`config.mk`:
```
export PLATFORM = sky130hd
export DESIGN_NAME = mvm3_part1
export DESIGN_NICKNAME = d
export VERILOG_FILES = /design/src/rtl/mvm3_pkg.sv /design/src/rtl/mvm3_mac.sv /design/src/rtl/mvm3_part1.sv
export SDC_FILE = /design/constraint.sdc
export NUM_CORES = 1
export LEC_CHECK = 0
export ABC_AREA = 1
export ABC_CLOCK_PERIOD_IN_PS = 8740
export BUFFER_PORTS_ARGS = -buffer_cell sky130_fd_sc_hd__buf_2
export CAP_MARGIN = 30
export CORE_AREA = 2 2 165 248
export CTS_BUF_LIST = sky130_fd_sc_hd__clkbuf_4 sky130_fd_sc_hd__clkbuf_8 sky130_fd_sc_hd__clkbuf_16
export DETAILED_ROUTE_END_ITERATION = 16
export DIE_AREA = 0 0 167 250
export SLEW_MARGIN = 30
export SYNTH_ARGS = -nofsm -noshare
export SYNTH_HDL_FRONTEND = slang
export SYNTH_SLANG_ARGS = --single-unit
```
`constraint.sdc`:
```
create_clock -name clk -period 8.74 [get_ports clk]
set_clock_uncertainty 0.15 [all_clocks]
set_input_delay 1.748 -clock clk [delete_from_list [all_inputs] [get_ports clk]]
set_output_delay 1.748 -clock clk [all_outputs]
set_load 0.01 [all_outputs]
```
`src/rtl/mvm3_pkg.sv`:
```
// Shared constants and types for the 3x3 signed matrix-vector multiplier.
package mvm3_pkg;
  localparam int IN_W   = 8;
  localparam int OUT_W  = 16;
  localparam int ACC_W  = 18;
  localparam int N      = 3;
  localparam int NUM_IN = 12;

  typedef enum logic [1:0] {LOAD, COMPUTE, OUTPUT} state_t;

  typedef logic signed [IN_W-1:0]  elem_t;
  typedef logic signed [OUT_W-1:0] res_t;
  typedef logic signed [ACC_W-1:0] acc_t;

  localparam acc_t ACC_MAX = acc_t'(2**(OUT_W-1) - 1);
  localparam acc_t ACC_MIN = acc_t'(-(2**(OUT_W-1)));
  localparam res_t RES_MAX = {1'b0, {(OUT_W-1){1'b1}}};
  localparam res_t RES_MIN = {1'b1, {(OUT_W-1){1'b0}}};
endpackage

```
`src/rtl/mvm3_mac.sv`:
```
// Signed multiply-accumulate with range check on the running sum.
// Build option MVM3_SATURATE_EN clamps out-of-range results instead of wrapping.
module mvm3_mac
  import mvm3_pkg::*;
(
  input  logic  clk,
  input  logic  reset,
  input  logic  en,
  input  logic  clr,
  input  elem_t a,
  input  elem_t b,
  output res_t  res,
  output logic  ovf
);
  acc_t acc, prod, sum;

  assign prod = acc_t'(a) * acc_t'(b);
  // clr starts a fresh row: the first term replaces whatever is left in acc
  assign sum  = (clr ? acc_t'(0) : acc) + prod;
  assign ovf  = (sum > ACC_MAX) || (sum < ACC_MIN);

`ifdef MVM3_SATURATE_EN
  assign res = ovf ? (sum[ACC_W-1] ? RES_MIN : RES_MAX) : sum[OUT_W-1:0];
`else
  assign res = sum[OUT_W-1:0];
`endif

  always_ff @(posedge clk or negedge reset) begin
    if (!reset)  acc <= '0;
    else if (en) acc <= sum;
  end
endmodule

```
`src/rtl/mvm3_part1.sv`:
```
// Streaming 3x3 signed matrix-vector multiply: load 12 words, emit y[0..2].
// Optional MVM3_SATURATE_EN (in mvm3_mac) saturates out-of-range results.
module mvm3_part1
  import mvm3_pkg::*;
(
  input  logic             clk,
  input  logic             reset,
  input  logic             s_valid,
  output logic             s_ready,
  input  logic [IN_W-1:0]  data_in,
  output logic             m_valid,
  input  logic             m_ready,
  output logic [OUT_W-1:0] data_out,
  output logic             overflow
);
  state_t     state;
  logic [3:0] cnt;
  logic [1:0] row, k;
  elem_t      a_mem [N*N];
  elem_t      x_mem [N];
  logic [3:0] a_idx;
  res_t       mac_res;
  logic       mac_ovf;

  assign a_idx = 4'(row) * 4'd3 + 4'(k);

  mvm3_mac u_mac (
    .clk   (clk),
    .reset (reset),
    .en    (state == COMPUTE),
    .clr   (k == 2'd0),
    .a     (a_mem[a_idx]),
    .b     (x_mem[k]),
    .res   (mac_res),
    .ovf   (mac_ovf)
  );

  always_ff @(posedge clk or negedge reset) begin
    if (!reset) begin
      state    <= LOAD;
      cnt      <= '0;
      row      <= '0;
      k        <= '0;
      s_ready  <= 1'b0;
      m_valid  <= 1'b0;
      data_out <= '0;
      overflow <= 1'b0;
      for (int i = 0; i < N*N; i++) a_mem[i] <= '0;
      for (int i = 0; i < N; i++)   x_mem[i] <= '0;
    end else begin
      case (state)
        LOAD: begin
          s_ready <= 1'b1;
          if (s_valid && s_ready) begin
            if (cnt < 4'd9) a_mem[cnt] <= elem_t'(data_in);
            else            x_mem[2'(cnt - 4'd9)] <= elem_t'(data_in);
            if (cnt == 4'(NUM_IN-1)) begin
              state   <= COMPUTE;
              cnt     <= '0;
              row     <= '0;
              k       <= '0;
              s_ready <= 1'b0;
            end else begin
              cnt <= cnt + 4'd1;
            end
          end
        end
        COMPUTE: begin
          if (k == 2'd2) begin
            data_out <= mac_res;
            overflow <= mac_ovf;
            m_valid  <= 1'b1;
            k        <= '0;
            state    <= OUTPUT;
          end else begin
            k <= k + 2'd1;
          end
        end
        OUTPUT: begin
          if (m_ready) begin
            m_valid <= 1'b0;
            if (row == 2'd2) begin
              row     <= '0;
              s_ready <= 1'b1;
              state   <= LOAD;
            end else begin
              row   <= row + 2'd1;
              state <= COMPUTE;
            end
          end
        end
        default: state <= LOAD;
      endcase
    end
  end
endmodule

```
## Yosys cells after proc, flatten, opt, wreduce, memory -nomap -nowiden

Cells that the tools add are included.

- Logic and storage cells: 106
- Output and inout port bits: 19
- Input bits: 12
- Bits in registers: 143

- Reductions and logical operators: 18
- Add/subtract/negate cells: 6
- Mux-type cells: 35
- Eq/ne operators: 10
- Multiply operators: 2
- Magnitude comparators: 9
- Bitwise operators: 5

Operators with widths:

| cell | number |
|---|---|
| bitwise mux 72 bit | 1 |
| two-way mux 8 bit | 6 |
| binary-select mux 8 bit (select 4 bit) | 1 |
| demux 8 bit (select 4 bit) | 1 |
| bitwise mux 24 bit | 1 |
| adder 18 bit | 1 |
| greater-than comparator 18 x 16 -> 1 bit, second input constant | 1 |
| < comparator 18 x 16 -> 1 bit, second input constant | 1 |
| two-way mux 18 bit | 1 |
| two-way mux 2 bit | 9 |
| binary-select mux 8 bit (select 2 bit) | 1 |
| demux 8 bit (select 2 bit) | 1 |
| multiplier 8 x 8 -> 16 bit | 1 |
| AND reduction 3 bit | 5 |
| >= comparator 5 bit, second input constant | 2 |
| inequality test 2 bit, second input constant | 5 |
| inverter 4 -> 5 bit | 2 |
| case mux 2 bit (2 select lines) | 2 |
| AND reduction 4 bit | 2 |
| two-way mux 1 bit | 7 |
| == test 2 bit, second input constant | 3 |
| >= comparator 3 bit, second input constant | 2 |
| inverter 2 -> 3 bit | 2 |
| case mux 2 bit (3 select lines) | 1 |
| other kinds (18) | 26 |

## Depth between registers and ports, before layout

Gate-level depths: netlist (run 1).

- Word-level depth: 10
- Depth in mapped cells: 43
- Gate-level depth less buffers: 42

## Hierarchy

From an unflattened synthesis (run 1), not the netlist that was laid out.

- Cell total of the unflattened synthesis: 1,347
- Area, all modules: 10,824.1 sq um

Modules (own cells, without submodules):

| module | area an instance (sq um) | cells an instance | times used | sequential area each (sq um) |
|---|---|---|---|---|
| mvm3_part1 | 6,321.1 | 747 | 1 | 3,128.0 |
| mvm3_mac | 4,503.1 | 600 | 1 | 450.4 |

## Worst setup path before layout (run 1)

OpenSTA, ideal clock, no wires.

- Path type: reg2reg
- Start: register row[0]
- End: register overflow
- Slack: 1,132 ps
- Arrival time: 7,341 ps
- Data required time: 8,473 ps
- Period minus slack after synthesis: 7,608 ps
- Library setup time: 117 ps
- Buffers on the path: 1
- Cell stages (with the launch flop): 41
- Cell sequence: dfrtp_1 -> fa_1 -> ha_1 -> fa_1 -> nor2_1 -> clkbuf_1 -> nand3_1 -> o2111ai_1 -> nand2_1 -> inv_1 -> nand2_1 -> fa_1 -> fa_1 -> inv_1 -> fa_1 -> inv_1 -> fa_1 -> inv_1 -> [5 not listed] -> nand3_1 -> nand2_1 -> nand2_1 -> nand2_1 -> a21oi_1 -> xnor2_1 -> ha_1 -> a21o_1 -> a31oi_1 -> nand3_1 -> nand3_2 -> inv_1 -> nand2_1 -> nand3_1 -> nand2_1 -> nand2_1 -> nand3_1 -> nand2_1

- Longest elaborated chain between the ends: 10
- Elaborated cells between the ends (all ways): 11
- Those cells by class: add/sub (2); mul (2); order compare (2); mux (3); bitwise (1); reduce/logical (1)

Ends and longest elaborated chain:

| what | line | RTL |
|---|---|---|
| from (decl) | mvm3_part1.sv:18 | `logic [1:0] row, k;` |
| from (signal assigned) | mvm3_part1.sv:87 | `row <= row + 2'd1;` |
| multiplier 2 x 2 -> 4 bit (*) | mvm3_part1.sv:25 | `assign a_idx = 4'(row) * 4'd3 + 4'(k);` |
| adder 4 x 2 -> 4 bit (*) | mvm3_part1.sv:25 |  |
| inverter 4 -> 5 bit (implied by the code) (*) | mvm3_part1.sv:32 | `.a (a_mem[a_idx]),` |
| binary-select mux 8 bit (select 4 bit) (*) | mvm3_part1.sv:32 |  |
| two-way mux 8 bit (implied by the code) (*) (2 in a row) | mvm3_part1.sv:32 |  |
| multiplier 8 x 8 -> 16 bit (*) | mvm3_mac.sv:17 | `assign prod = acc_t'(a) * acc_t'(b);` |
| adder 18 bit (*) | mvm3_mac.sv:19 | `assign sum = (clr ? acc_t'(0) : acc) + prod;` |
| greater-than comparator 18 x 16 -> 1 bit or < comparator 18 x 16 -> 1 bit (tied branches) | mvm3_mac.sv:20 | `assign ovf = (sum > ACC_MAX) \|\| (sum < ACC_MIN);` |
| logical OR 1 bit (*) | mvm3_mac.sv:20 |  |
| to (signal assigned) | mvm3_part1.sv:71 | `overflow <= mac_ovf;` |
| to (decl) | mvm3_part1.sv:14 | `output logic overflow` |

Every way passes the cells marked *; elsewhere a longest branch is shown, timed or not. The select of a mux whose other input is x is not followed.
A chain may end at the register's enable or synchronous reset.

## Worst setup path after layout (run 1)

Ends and elaborated chain as after synthesis.

==> results.md, run 1 <==
* First-pass GRT wire length at 41.3 mm
* Clock insertion delay at the later pin of the skew report at 0.44 ns
* RSZ-0062 raised after global routing: no
* Req. time, crit path at 8.92 ns
* Post-synth EDFFs at 0
* Cell Area, Synth at 9790 µm²
* Initial drt markers at 484
* CTS tree: done
* Slowest stage delay, CP at 0.72 ns
* Pre-antenna DRT Iters at 7
* Max Clk Rate at 0.123 GHz
* Post-DP HPWL at 19.1 mm
* Compound-Gate Fraction of Synth Area at 0.130
* Synthesis warning total at 0
* Vias per inst at 4.48
* Mapped Cells at 1231
* Die area at 41800 µm²
* Critical path type: flop to flop
* Arrival @ worst endpoint at 8.34 ns
* Synth top area share at 0.365
* Kind of cell adding the most delay to the critical path: adder cells
* Max_cap viols at 0
* Site row count at 90
* Critical Path End Type: flop
* Hold Crit Class: flop to flop
* Layout cells sized above 1 at 0.0846
* Post-Synth Simple-Gate Area at 0.208
* Wire per inst at 14.0 µm
* Largest family of logic cells by synthesized area: simple AND/OR/NAND/NOR gates
* Count of final max-slew check failures at 0
* Reg clk slew, reported paths at 0.06 ns
* Starting Density at 0.246
* Initial antenna violation count at 0
* CTS buffer count at 17
* Core area at 39800 µm²
* Final #Nets at 1378
* Cell taking the most area after synthesis: dfrtp_1
* Setup TNS at 0 ns
* Ports at 31
* Height of the die at 250 µm
* Total GRT Usage at 0.123
* Worst slew pin tran at 0.788 ns
* Status: completed
* Vias in the first global route at 8338
* Max Root-Sink Buffers at 2
* Crit-path slowest cell: fa_2
* PortBufs at 30
* Register area share after synthesis at 0.365
* Die Width at 167 µm
* Netlist cell types at 41
* Bufs and invs on worst path at 7
* FF+latch count, synth at 143
* Final min period at 8.16 ns
* CTS Root Cell: clkbuf_16
* Adder-cell share of the synthesized area at 0.189
* Antenna-violating nets left at 0
* DRC at 0
* CP Launch Type: flop
* Routed WL at 24.8 mm
* Htree depth at 4
* Mux contribution to synthesized area at 0
* Antenna diode count at 0
* Worst path most repeated cell: nand2_1
* Area contributors post-synth: dfrtp_1 (37%), nand2_1 (13%), fa_1 (12%)
* Slew HR at 0.474
* CTS Sinks at 143
* Main synth FF type: dfrtp_1
* Area delta synth->final at 13.5%
* Synthesized Nets at 1356
* Post-Synth XOR/XNOR Area at 0.0197
* Overflow after GRT at 0
* Crit share post-route at 0.934
* RePlAce Congestion at 0.858
* Mapped Avg Cell Area at 7.95 µm²
* Largest net degree at the start of global routing at 97
* Routed via count at 7939
* Post-synth ARST share at 1.00
* Setup violators final at 0
* CP max FO at 13
* Final Hold Vio Count at 0
placed cells by master (no fill, tap or decap), drive strengths merged:
| master | count |
|---|---|
| o211a | 1 |
| inv | 184 |
| nand4 | 1 |
| nand3 | 49 |
| o311ai | 3 |
| o21a | 5 |
| a221oi | 3 |
| o21ai | 144 |
| or2 | 3 |
| bufinv | 2 |
| a21o | 5 |
| a31oi | 6 |
| ha | 55 |
| dfrtp | 143 |
| clkbuf | 20 |
| o2111ai | 5 |
| xor2 | 8 |
| xnor2 | 14 |
| a32o | 5 |
| clkinv | 7 |
| nor3 | 2 |
| clkinvlp | 3 |
| a22oi | 5 |
| nand2 | 339 |
| o21bai | 3 |
| nor2 | 108 |
| a21oi | 42 |
| o31ai | 1 |
| buf | 41 |
| fa | 58 |
kinds of logic after synthesis:
kind of cell    Yosys count
fa+ha+maj               113
xor+xnor                 22
compound gates          228
buf+inv                 223
simple gates            502
flops                   143
worst paths after layout:
path | from | endpoint | slack [ns] | depth (start not counted)
worst max-delay path | row[0] | overflow | 0.58 | 40
worst min-delay path | data_out[0] | data_out[0] | 0.32 | 2
worst max register to register | row[0] | overflow | 0.58 | 40
worst min register to register | data_out[0] | data_out[0] | 0.32 | 2
max in group asynchronous | reset | a_mem[14] | 6.05 | 2
min in group asynchronous | reset | data_out[15] | 1.23 | 1
stage by stage:
step           instances  area (µm²)  utilization  setup WS, ns  hold WS (ns)
5_1_grt             1771       11100        0.279       0.00416         0.349
6_report            1771       11100        0.279         0.579         0.320
2_1_floorplan       1231        9790            -          1.13         0.298
3_3_place_gp        1739       10500        0.264         0.580         0.304
4_1_cts             1770       11100        0.279         0.351         0.323
3_5_place_dp        1739       10500        0.264         0.375         0.308
registers in the layout (all words and copies together), names as in the netlist:
register and count:
row 2, u_mac.acc 18, k 2, overflow 1, cnt 4, m_valid 1, s_ready 1, a_mem 72
state 2, data_out 16, x_mem 24
final cells by class:
cell class | count | area (µm²)
repair buffers | 42 | 256
inverters | 184 | 694
fillers | 4306 | 28600
clock buffers | 19 | 447
well taps | 506 | 633
clock inverters | 12 | 138
multi-input cells | 865 | 5360
flip-flops and latches | 143 | 3580
routing by layer:
metal / global-route usage / vias up / share of wire
met3: 0.0197 / 67 / 0.027
met2: 0.224 / 154 / 0.52
met1: 0.133 / 3797 / 0.41
met4: 0.0709 / 0 / 0.046
li1: - / 3921 / -
met5: 0 / - / 0
cell usage after synthesis (2+ instances only):
cell / n
nand2_1: 329
inv_1: 179
dfrtp_1: 143
o21ai_0: 132
nor2_1: 102
fa_1: 58
ha_1: 55
nand3_1: 44
a21oi_1: 41
clkbuf_1: 22
xnor2_1: 14
buf_2: 13
o21ai_1: 12
nand2_2: 10
xor2_1: 8
a31oi_1: 6
a22oi_1: 5
a32o_1: 5
nand3_2: 5
o2111ai_1: 5
o21a_1: 5
a21o_1: 4
nor2_2: 4
a221oi_1: 3
inv_2: 3
o21bai_1: 3
o311ai_0: 3
clkinv_1: 2
nor2_4: 2
nor3_1: 2
or2_1: 2
worst reg2reg max path: cells and delay by family (launching register included):
family                   cells  cell delay (ns)
XOR/XNOR                     1             0.14
adder cells (fa/ha/maj)      9             4.16
AO/OA/AOI/OAI                6             1.05
buffers and inverters        7             0.59
AND/OR/NAND/NOR             17             1.55
flip-flops                   1             0.43
repair_timing:
action | in CTS | in global routing
hold buffers | 0 | 0
setup endpoints to repair | 0 | 2
hold endpoints to repair | 0 | 0
setup buffers | 0 | 0
gates resized for setup | 0 | 7
Power of run 1 is not shown: default switching activity piles up to over one toggle a cycle in this logic, so the estimate is an artifact.
==> run 2: changes to the inputs <==
ABC_CLOCK_PERIOD_IN_PS = 8109   (was 8740)
clock period = 8.11 ns   (was 8.74 ns; I/O delays follow)
==> run 2 against run 1 <==
Clock-buffer cell count decreased by 2. Critical path depth fell by 2. First-iteration DRC count up 7.9%. Critical path type unchanged. Critical endpoint unchanged. Largest cell class unchanged.
==> results.md, run 2 (synthesis gave the netlist of run 1 again) <==
* Die area at 41800 µm²
* Initial drt markers at 522
* Hold_buf cts at 0
* Largest net degree at the start of global routing at 81
* First-pass GRT wire length at 41.0 mm
* Vias per inst at 4.42
* Routed via count at 7950
* Setup violators final at 0
* Max Root-Sink Buffers at 2
* Max Clk Rate at 0.130 GHz
* Clock insertion delay at the later pin of the skew report at 0.43 ns
* CTS tree: done
* CP Launch Type: flop
* Design area at 11400 µm²
* Met3 Use GR at 0.0182
* Ports at 31
* Die Width at 167 µm
* Final Hold Vio Count at 0
* Total GRT Usage at 0.122
* Core Util, Final at 0.287
* Kind of cell adding the most delay to the critical path: adder cells
* Post-DP HPWL at 18.7 mm
* Area delta synth->final at 16.7%
* Critical Path End Type: flop
* Initial antenna violation count at 0
* Height of the die at 250 µm
* CP max FO at 7
* Post-DP Area at 10600 µm²
* Final #Nets at 1405
* PortBufs at 30
* Worst path most repeated cell: nand2_1
* Top reg by flops: a_mem
* Layout cells sized above 1 at 0.119
* Site row count at 90
* Routed WL at 24.5 mm
* Antenna diode count at 0
* Arrival @ worst endpoint at 7.86 ns
* Reg clk slew, reported paths at 0.07 ns
* Crit-path slowest cell: fa_2
* CTS buffer count at 17
* CTS Sinks at 143
* Critical path type: flop to flop
* Met1 Resource Use GR at 0.136
* CTS Root Cell: clkbuf_16
* Pre-antenna DRT Iters at 7
* Slew HR at 0.479
* M2 GR Usage at 0.230
* Worst slew pin tran at 0.781 ns
* Bufs and invs on worst path at 8
* Fillcell total at 4249
* DRC at 0
* Crit share post-route at 0.948
* Most common cell after layout, fill and taps aside: nand2_1
* Count of final max-slew check failures at 0
* Biggest regs: a_mem (72), x_mem (24), u_mac.acc (18)
* Starting Density at 0.246
* Antenna-violating nets left at 0
* Status: completed
* Slack of the worst reg-to-reg path at 0.42 ns
* Final min period at 7.69 ns
* Slowest stage delay, CP at 0.58 ns
* RePlAce Congestion at 0.883
* Max_cap viols at 0
* Hold Crit Class: flop to flop
* Overflow after GRT at 0
* Vias in the first global route at 8194
* Req. time, crit path at 8.29 ns
* Most frequent cells in the layout: nand2_1 (329), inv_1 (177), dfrtp_1 (142), o21ai_0 (131), nor2_1 (95)
* Wire per inst at 13.6 µm
* Core area at 39800 µm²
* GR peak layer: met2
* Max reg flops at 72
* Htree depth at 4
[run 2: cell type report]
| class | count | area, µm² | share of cell area |
|---|---|---|---|
| clock inverters | 15 | 145 | 0.0127 |
| repair buffers | 69 | 464 | 0.0406 |
| flip-flops and latches | 143 | 3580 | 0.313 |
| multi-input cells | 865 | 5480 | 0.480 |
| clock buffers | 17 | 425 | 0.0372 |
| well taps | 506 | 633 | 0.0554 |
| inverters | 184 | 694 | 0.0608 |
[run 2: what timing repair did]
item | in CTS | in global routing
endpoints found under the setup margin | 0 | 7
resized for setup | 0 | 35
setup buffers | 0 | 14
[run 2: path summary, 6_finish.rpt]
path | start | to | cells past startpoint
worst max-delay path | k[1] | overflow | 38
worst min-delay path | data_out[4] | data_out[4] | 2
worst max register to register | k[1] | overflow | 38
worst min register to register | data_out[4] | data_out[4] | 2
max in group asynchronous | reset | x_mem[17] | 2
min in group asynchronous | reset | data_out[2] | 1
[run 2: stage by stage]
step / cells / hold WS [ns] / setup slack, ns / TNS [ns]
after floorplan: 1231 / 0.298 / 0.502 / 0
after CTS: 1784 / 0.335 / 0.0236 / 0
after global routing: 1799 / 0.353 / -0.0272 / -0.0272
after detailed placement: 1752 / 0.318 / 0.111 / 0
final: 1799 / 0.328 / 0.424 / 0
after global placement: 1752 / 0.305 / 0.205 / 0
[run 2: routing by layer]
| metal | vias to the layer above | part of all wire |
|---|---|---|
| met5 | - | 0 |
| met4 | 0 | 0.024 |
| met3 | 43 | 0.025 |
| met2 | 133 | 0.54 |
| met1 | 3790 | 0.41 |
| li1 | 3984 | - |
[run 2: tightest hold or removal path, delay by kind of cell, from the launching register on]
| kind | cells | cell delay, ns |
|---|---|---|
| AO/OA/AOI/OAI | 1 | 0.06 |
| AND/OR/NAND/NOR | 1 | 0.05 |
| flip-flops | 1 | 0.34 |
Power of run 2 is left out for the same reason.
